File: src/rtl/pipe_skid_stage.sv
// pipe_skid_stage: parametrised inter-stage pipeline register with a
// two-entry skid buffer. It uses a valid/ready handshake with a registered
// in_ready. It supports flush, optional payload clearing on flush, and a
// saturating stall-cycle counter.
//
// Ports:
//   cpu_clk    - pipeline clock, rising edge
//   cpu_rst_n  - asynchronous active-low reset
//   in_valid   - upstream payload valid
//   in_ready   - stage can accept; driven straight from a flop
//   in_data    - upstream payload (DATA_W bits)
//   out_valid  - downstream payload valid
//   out_ready  - downstream consumes this cycle
//   out_data   - downstream payload (DATA_W bits)
//   flush      - kill all held entries at the next edge
//   cnt_clr    - synchronous clear of stall_cnt
//   stall_cnt  - saturating count of out_valid & ~out_ready cycles
//   occupancy  - number of held entries (0..2)
module pipe_skid_stage #(
  parameter int DATA_W       = 32,
  parameter bit CLR_ON_FLUSH = 1'b0,
  parameter int CNT_W        = 16
) (
  input  logic              cpu_clk,
  input  logic              cpu_rst_n,
  input  logic              in_valid,
  output logic              in_ready,
  input  logic [DATA_W-1:0] in_data,
  output logic              out_valid,
  input  logic              out_ready,
  output logic [DATA_W-1:0] out_data,
  input  logic              flush,
  input  logic              cnt_clr,
  output logic [CNT_W-1:0]  stall_cnt,
  output logic [1:0]        occupancy
);

  localparam logic [CNT_W-1:0] CNT_MAX = {CNT_W{1'b1}};

  logic              main_v_r, skid_v_r, rdy_r;
  logic [DATA_W-1:0] main_d_r, skid_d_r;
  logic [CNT_W-1:0]  cnt_r;

  logic              main_v_s, skid_v_s;
  logic [DATA_W-1:0] main_d_s, skid_d_s;
  logic [CNT_W-1:0]  cnt_s;
  logic              acc_s, pop_s;

  // Handshake qualifiers.
  always_comb begin
    acc_s = in_valid & rdy_r;
    pop_s = main_v_r & out_ready;
  end

  // Next-state for the two storage entries.
  // Data registers take a new value only when their entry is written.
  always_comb begin
    main_v_s = main_v_r;
    skid_v_s = skid_v_r;
    main_d_s = main_d_r;
    skid_d_s = skid_d_r;
    if (flush) begin
      main_v_s = 1'b0;
      skid_v_s = 1'b0;
      if (CLR_ON_FLUSH) begin
        main_d_s = '0;
        skid_d_s = '0;
      end else begin
        main_d_s = main_d_r;
        skid_d_s = skid_d_r;
      end
    end else if (!main_v_r || pop_s) begin
      if (skid_v_r) begin
        // Skid drains into main; skid refills from the input when accepting.
        main_v_s = 1'b1;
        main_d_s = skid_d_r;
        skid_v_s = acc_s;
        if (acc_s) begin
          skid_d_s = in_data;
        end else begin
          skid_d_s = skid_d_r;
        end
      end else begin
        main_v_s = acc_s;
        if (acc_s) begin
          main_d_s = in_data;
        end else begin
          main_d_s = main_d_r;
        end
      end
    end else if (acc_s) begin
      // Main is blocked, so the accepted payload parks in skid.
      skid_v_s = 1'b1;
      skid_d_s = in_data;
    end else begin
      main_v_s = main_v_r;
      skid_v_s = skid_v_r;
    end
  end

  // Next value of the stall counter. Clear wins, and the count saturates.
  always_comb begin
    cnt_s = cnt_r;
    if (cnt_clr) begin
      cnt_s = {CNT_W{1'b0}};
    end else if (main_v_r && !out_ready && (cnt_r != CNT_MAX)) begin
      cnt_s = cnt_r + CNT_W'(1);
    end else begin
      cnt_s = cnt_r;
    end
  end

  // State registers. in_ready is held as the registered complement of the next skid_v.
  always_ff @(posedge cpu_clk or negedge cpu_rst_n) begin
    if (!cpu_rst_n) begin
      main_v_r <= 1'b0;
      skid_v_r <= 1'b0;
      main_d_r <= '0;
      skid_d_r <= '0;
      rdy_r    <= 1'b1;
      cnt_r    <= {CNT_W{1'b0}};
    end else begin
      main_v_r <= main_v_s;
      skid_v_r <= skid_v_s;
      main_d_r <= main_d_s;
      skid_d_r <= skid_d_s;
      rdy_r    <= ~skid_v_s;
      cnt_r    <= cnt_s;
    end
  end

  assign in_ready  = rdy_r;
  assign out_valid = main_v_r;
  assign out_data  = main_d_r;
  assign stall_cnt = cnt_r;
  assign occupancy = {1'b0, main_v_r} + {1'b0, skid_v_r};

endmodule

File: config.mk
export PLATFORM = sky130hd
export DESIGN_NAME = pipe_skid_stage
export DESIGN_NICKNAME = d
export VERILOG_FILES = /design/src/rtl/pipe_skid_stage.sv
export SDC_FILE = /design/constraint.sdc
export NUM_CORES = 1
export LEC_CHECK = 0
export ABC_CLOCK_PERIOD_IN_PS = 1800
export CORE_UTILIZATION = 28
export DETAILED_ROUTE_END_ITERATION = 8
export GPL_TIMING_DRIVEN = 0
export SLEW_MARGIN = 25
export SYNTH_ARGS = -nofsm -noshare
export SYNTH_HDL_FRONTEND = slang
export SYNTH_SLANG_ARGS = --single-unit
File: constraint.sdc
create_clock -name cpu_clk -period 1.8 [get_ports cpu_clk]
set_input_delay 0.27 -clock cpu_clk [delete_from_list [all_inputs] [get_ports cpu_clk]]
set_output_delay 0.27 -clock cpu_clk [all_outputs]
set_load 0.05 [all_outputs]
=== Yosys cells after proc, flatten, opt, wreduce, memory -nomap -nowiden ===
Index checks and enable logic that the tools add are counted.
Widths: inputs -> output; s select.

* Bits in registers: 83
* Output and inout bits: 52
* Logic and storage cells: 38

* Add/sub/neg operators: 2
* Equality and inequality tests: 2
* Muxes and demuxes: 14
* Bitwise operators: 4
* Reduce and logical (&&, ||, !) cells: 10

{| class="wikitable"
|+ Operator list
! kind !! count
|-
| $mux 32 || 5
|-
| $mux 16 || 2
|-
| $add 16x1->16 const B || 1
|-
| $ne 16x16->1 const B || 1
|-
| $mux 1 || 7
|-
| $reduce_bool 2->1 || 3
|-
| $reduce_and 3->1 || 1
|-
| $add 1x1->2 || 1
|-
| $and 1x1->1 || 2
|-
| $logic_and 1x1->1 || 2
|-
| $logic_not 1->1 || 2
|-
| $ne 2x2->1 const B || 1
|-
| $not 1->1 || 2
|-
| $reduce_and 2->1 || 1
|-
| $logic_or 1x1->1 || 1
|}

=== Depth between registers and ports, before layout ===
Gate-level depths: netlist (run 1).

* Depth after elaboration: 5
* Gate-level depth with buffers: 6

=== Least setup slack after synthesis (run 1) ===
OpenSTA, ideal clock, no wires.

* Kind: register -> register
* Start: register cnt_r[0] (netlist: stall_cnt[0])
* End: register cnt_r[10] (netlist: stall_cnt[10])
* Arrival time: 2.154 ns
* Required time: 1.722 ns
* Slack: -0.432 ns
* Cell stages (with the launch flop): 7
* Path buffers: 1
* Clock period less this slack: 2.232 ns
* Cell sequence: dfrtp_1 -> ha_1 -> nand2_1 -> or4_1 -> buf_2 -> or4_1 -> a21oi_1

* Cells in the longest elaborated chain, start to end: 3
* Elaborated cells on any way between the ends: 6
* Classes of those cells: 1 x add/sub; 1 x eq/ne; 2 x mux; 2 x reduce/logical

{| class="wikitable"
|+ Ends and longest elaborated chain
! element !! RTL line !! source
|-
| from (decl) || 42 || <nowiki>logic [CNT_W-1:0] cnt_r;</nowiki>
|-
| from (signal assigned) || 121 || <nowiki>cnt_r <= {CNT_W{1'b0}};</nowiki>
|-
| from (signal assigned) || 128 || <nowiki>cnt_r <= cnt_s;</nowiki>
|-
| $add 16x1->16 / $ne 16x16->1 (equally long branches) || 107, 106 ||
|-
| $mux 16 / $logic_and 1x1->1 (equally long branches) || 106 || <nowiki>end else if (main_v_r && !out_ready && (cnt_r != CNT_MAX)) begin</nowiki>
|-
| $mux 16 / $reduce_bool 2->1 (equally long branches) || - ||
|}

Parallel ways exist; a longest one is shown, timed or not. The select of a mux whose other input is x is not followed.
A chain may end at the register's enable or synchronous reset.

=== Worst setup path after layout (run 1) ===
* Start: register cnt_r[3] (netlist: stall_cnt[3])
* End: register cnt_r[13] (netlist: stall_cnt[13])

The elaborated chain is that of the path after synthesis.

==> results of run 1 <==
-- how the worst max path moves through the flow --
stage                      start             to
floorplan           stall_cnt[0]  stall_cnt[10]
global placement       cpu_rst_n   stall_cnt[1]
detailed placement     out_ready   out_data[18]
CTS                 stall_cnt[0]  stall_cnt[10]
global route        stall_cnt[3]  stall_cnt[13]
finish              stall_cnt[3]  stall_cnt[13]
-- cell families (layout without fill, tap and decap cells) --
logic type / after synthesis / in the layout / synth area share
AOI/OAI and AO/OA: 58 / 58 / 0.08501
DFF: 83 / 83 / 0.5671
muxes: 67 / 67 / 0.1946
and+or+nand+nor: 84 / 84 / 0.1171
buffers and inverters: 23 / 143 / 0.02663
adders and majority gates: 3 / 3 / 0.009559
-- cell usage in the layout, fill, tap and decap left out, drive strengths merged, types with 2 or more instances in the layout --
| cell type | n |
|---|---|
| or4 | 5 |
| and4 | 2 |
| mux2 | 34 |
| o21ai | 5 |
| dlygate4sd2 | 24 |
| mux2i | 33 |
| a21oi | 44 |
| nor4 | 3 |
| or3 | 5 |
| nand2 | 6 |
| dfrtp | 82 |
| buf | 22 |
| dlymetal6s2s | 20 |
| ha | 2 |
| nor2b | 3 |
| nor3 | 5 |
| nand4 | 6 |
| clkbuf | 22 |
| inv | 5 |
| a31oi | 2 |
| o31ai | 4 |
| nand3 | 4 |
| nand2b | 4 |
| nor2 | 38 |
| clkdlybuf4s50 | 43 |
| bufinv | 2 |
-- report_power, final --
group	leakage [uW]	internal [uW]	switching, uW	total, uW
Sequential	0.000980	2220	202	2430
Combinational	0.00135	693	838	1530
Clock	0.000159	1290	725	2010
-- flip-flops by register name (all words and copies together) (netlist names) --
register / cells
out_valid: 1
out_data: 32
stall_cnt: 16
in_ready: 1
skid_v_r: 1
skid_d_r: 32
-- metal layers --
| metal | GRT usage | wire length (um) | part of all wire |
|---|---|---|---|
| met5 | 0 | 0 | 0 |
| met4 | 0.04615 | 61 | 0.0068 |
| met3 | 0.04100 | 450 | 0.050 |
| met2 | 0.2276 | 4302 | 0.48 |
| met1 | 0.1964 | 4190 | 0.47 |
-- worst reg2reg max path, stage by stage (launching register included) --
cell and delay, ns:
dfrtp_2 0.39, buf_4 0.11, and4_2 0.23, nand4_1 0.28, nor4b_2 0.33, mux2_2 0.36
-- synth_stat cells (5+ instances only) --
master     n
nand2_1    6
o21ai_0    5
or4_1      5
clkbuf_1  11
mux2i_1   33
nor2_1    38
buf_2      5
mux2_2    34
inv_1      5
dfrtp_1   82
a21oi_1   44
nand4_1    6
-- area by class of cell --
cell class / instances / share of cell area
buffer: 17 / 0.02272
clock buffer: 12 / 0.04657
clock inverter: 4 / 0.01318
inverter: 5 / 0.003408
multi-input combinational: 212 / 0.3008
sequential: 83 / 0.3803
tap: 172 / 0.03907
timing repair buffer: 105 / 0.1940
-- per-stage QoR --
| stage | power (uW) | hold slack (ns) | area [um^2] |
|---|---|---|---|
| after CTS | 6082 | 0.4131 | 5406 |
| final | 5971 | 0.4021 | 5508 |
| after global placement | 3959 | 0.4876 | 4923 |
| after detailed placement | 3997 | 0.1920 | 4952 |
| after global routing | 6305 | 0.4314 | 5508 |
| after floorplan | 3444 | -0.02559 | 3817 |
-- timing repair --
item,in CTS,in global routing
resized for setup,42,38
setup endpoints to repair,91,93
setup buffers,11,3
pin swaps,5,1
endpoints found under the hold margin,35,0
hold buffers,1,0
==> impl_results.md, run 1 <==
- Die area: 0.01355 mm^2
- Max Cap Violations: 0
- Slew @ Worst Pin: 0.6231 ns
- DP Cell Count: 580
- Post-synth EDFFs: 0
- GR Util All Layers: 0.1462
- ANT nets after route: 0
- CTS Buf Count: 9
- Crit Reg-Reg Startpoint: stall_cnt[3]
- CP delay by family, top: simple AND/OR/NAND/NOR gates
- Final Hold Viols: 0
- Area delta synth->final: 50.29%
- Critical Path Stages: 5
- Yosys cell types: 35
- CP Buf/Inv Count: 1
- H-Tree Level Count: 3
- CP arrival: 2.03 ns
- CP max FO: 7
- Cell count after synthesis: 318
- Worst-Skew Late Latency: 0.33 ns
- Required time at the worst-slack endpoint: 2.01 ns
- Power density over the cells: 1084 mW/mm^2
- CTS tree: built
- FF/Latch Area: 0.002095 mm^2
- # clock sinks: 83
- Maximum VDD drop: 459.9 uV
- R2R Path End: stall_cnt[13]
- PortBufs: 89
- Syn_nets: 358
- Post-synth ARST share: 1.000
- Ant. Diodes: 0
- DP Worst Slack: -0.6324 ns
- Pleak: 0.002491 uW
- Rows: 41
- Ports: 90
- Clock root cell: clkbuf_16
- Max stage delay cell, worst path: dfrtp_2
- Area leader, netlist: dfrtp_1
- First-pass GRT wire length: 15.06 mm
- Rel. slew slack: 0.5814
- Die width: 116.4 um
- TritonRoute pass-1 iters: 4
- Pin count of the biggest net entering global routing: 49
- Via count: 2860
- Worst reg-to-reg path cell count: 5
- Sequential area share after synthesis: 0.5671
- Total Wirelength: 9.005 mm
- Via density: 4.689
- DRC: 0
- CORE AREA: 0.01267 mm^2
- Remaining global-route overflow: 0
- RSZ-0062 raised after global routing: yes
- Crit end category: flip-flop
- Wirelength per Cell: 14.76 um
- CP max stage delay: 0.39 ns
- Yosys reg bits: 83
- Clock-pin transition on the worst setup and hold timing paths: 0.06 ns
- Kind of critical path: flip-flop to flip-flop
- Share of the synthesized area in the top cell type: 0.5599
- Crit share post-route: 1.008
- CP Launch Type: flip-flop
- Fin cells: 610
- Clk_skew: 0.006070 ns
- Fin util: 0.4347
- Initial Util: 0.2892
- Synth warn: 0
- Nets@finish: 473
- Worst-path cell chain: buf_4, and4_2, nand4_1, nor4b_2, mux2_2
- Final setup fails: 1
- Failing checks: setup timing
- Post-Syn Area: 0.003665 mm^2
- PnR worst setup slack: -0.01484 ns
- DP Wirelength: 6.098 mm
- Die Span Y: 116.4 um
- Status: complete, but fails checks
- DRT iter0 DRCs: 115
- Area contributors post-synth: dfrtp_1 (56%), mux2_2 (10%), mux2i_1 (9.0%)
- Final min period: 1.815 ns
- Hold Path Class: input pin to asynchronous set/reset pin
- RePlAce Congestion: 0.7443
- Fin Setup TNS: -0.01484 ns
- Vias in the first global route: 2901
- Clock Tree Buf Depth: 2
- Final Max Slew Viols: 0
- Initial antenna violation count: 0
- FF-to-FF setup slack: -0.01 ns
- Synthesized area per cell: 11.52 um^2
- Share of cells above drive strength 1: 0.2466
- Max Freq: 551.0 MHz
- Multi-input gate area: 0.001657 mm^2
- FILL cells: 1247
- Top_reg_cell synth: dfrtp_1
No activity file was read; power rests on OpenSTA's default activity.
==> run 2, diff against run 1 <==
--- a/config.mk
+++ b/config.mk
@@ -5,7 +5,7 @@
 export SDC_FILE = /design/constraint.sdc
 export NUM_CORES = 1
 export LEC_CHECK = 0
-export ABC_CLOCK_PERIOD_IN_PS = 1800
+export CAP_MARGIN = 20
 export CORE_UTILIZATION = 28
 export DETAILED_ROUTE_END_ITERATION = 8
 export GPL_TIMING_DRIVEN = 0
==> results of run 2 <==
The final DEF is identical to that of run 1; final timing and power are the same.
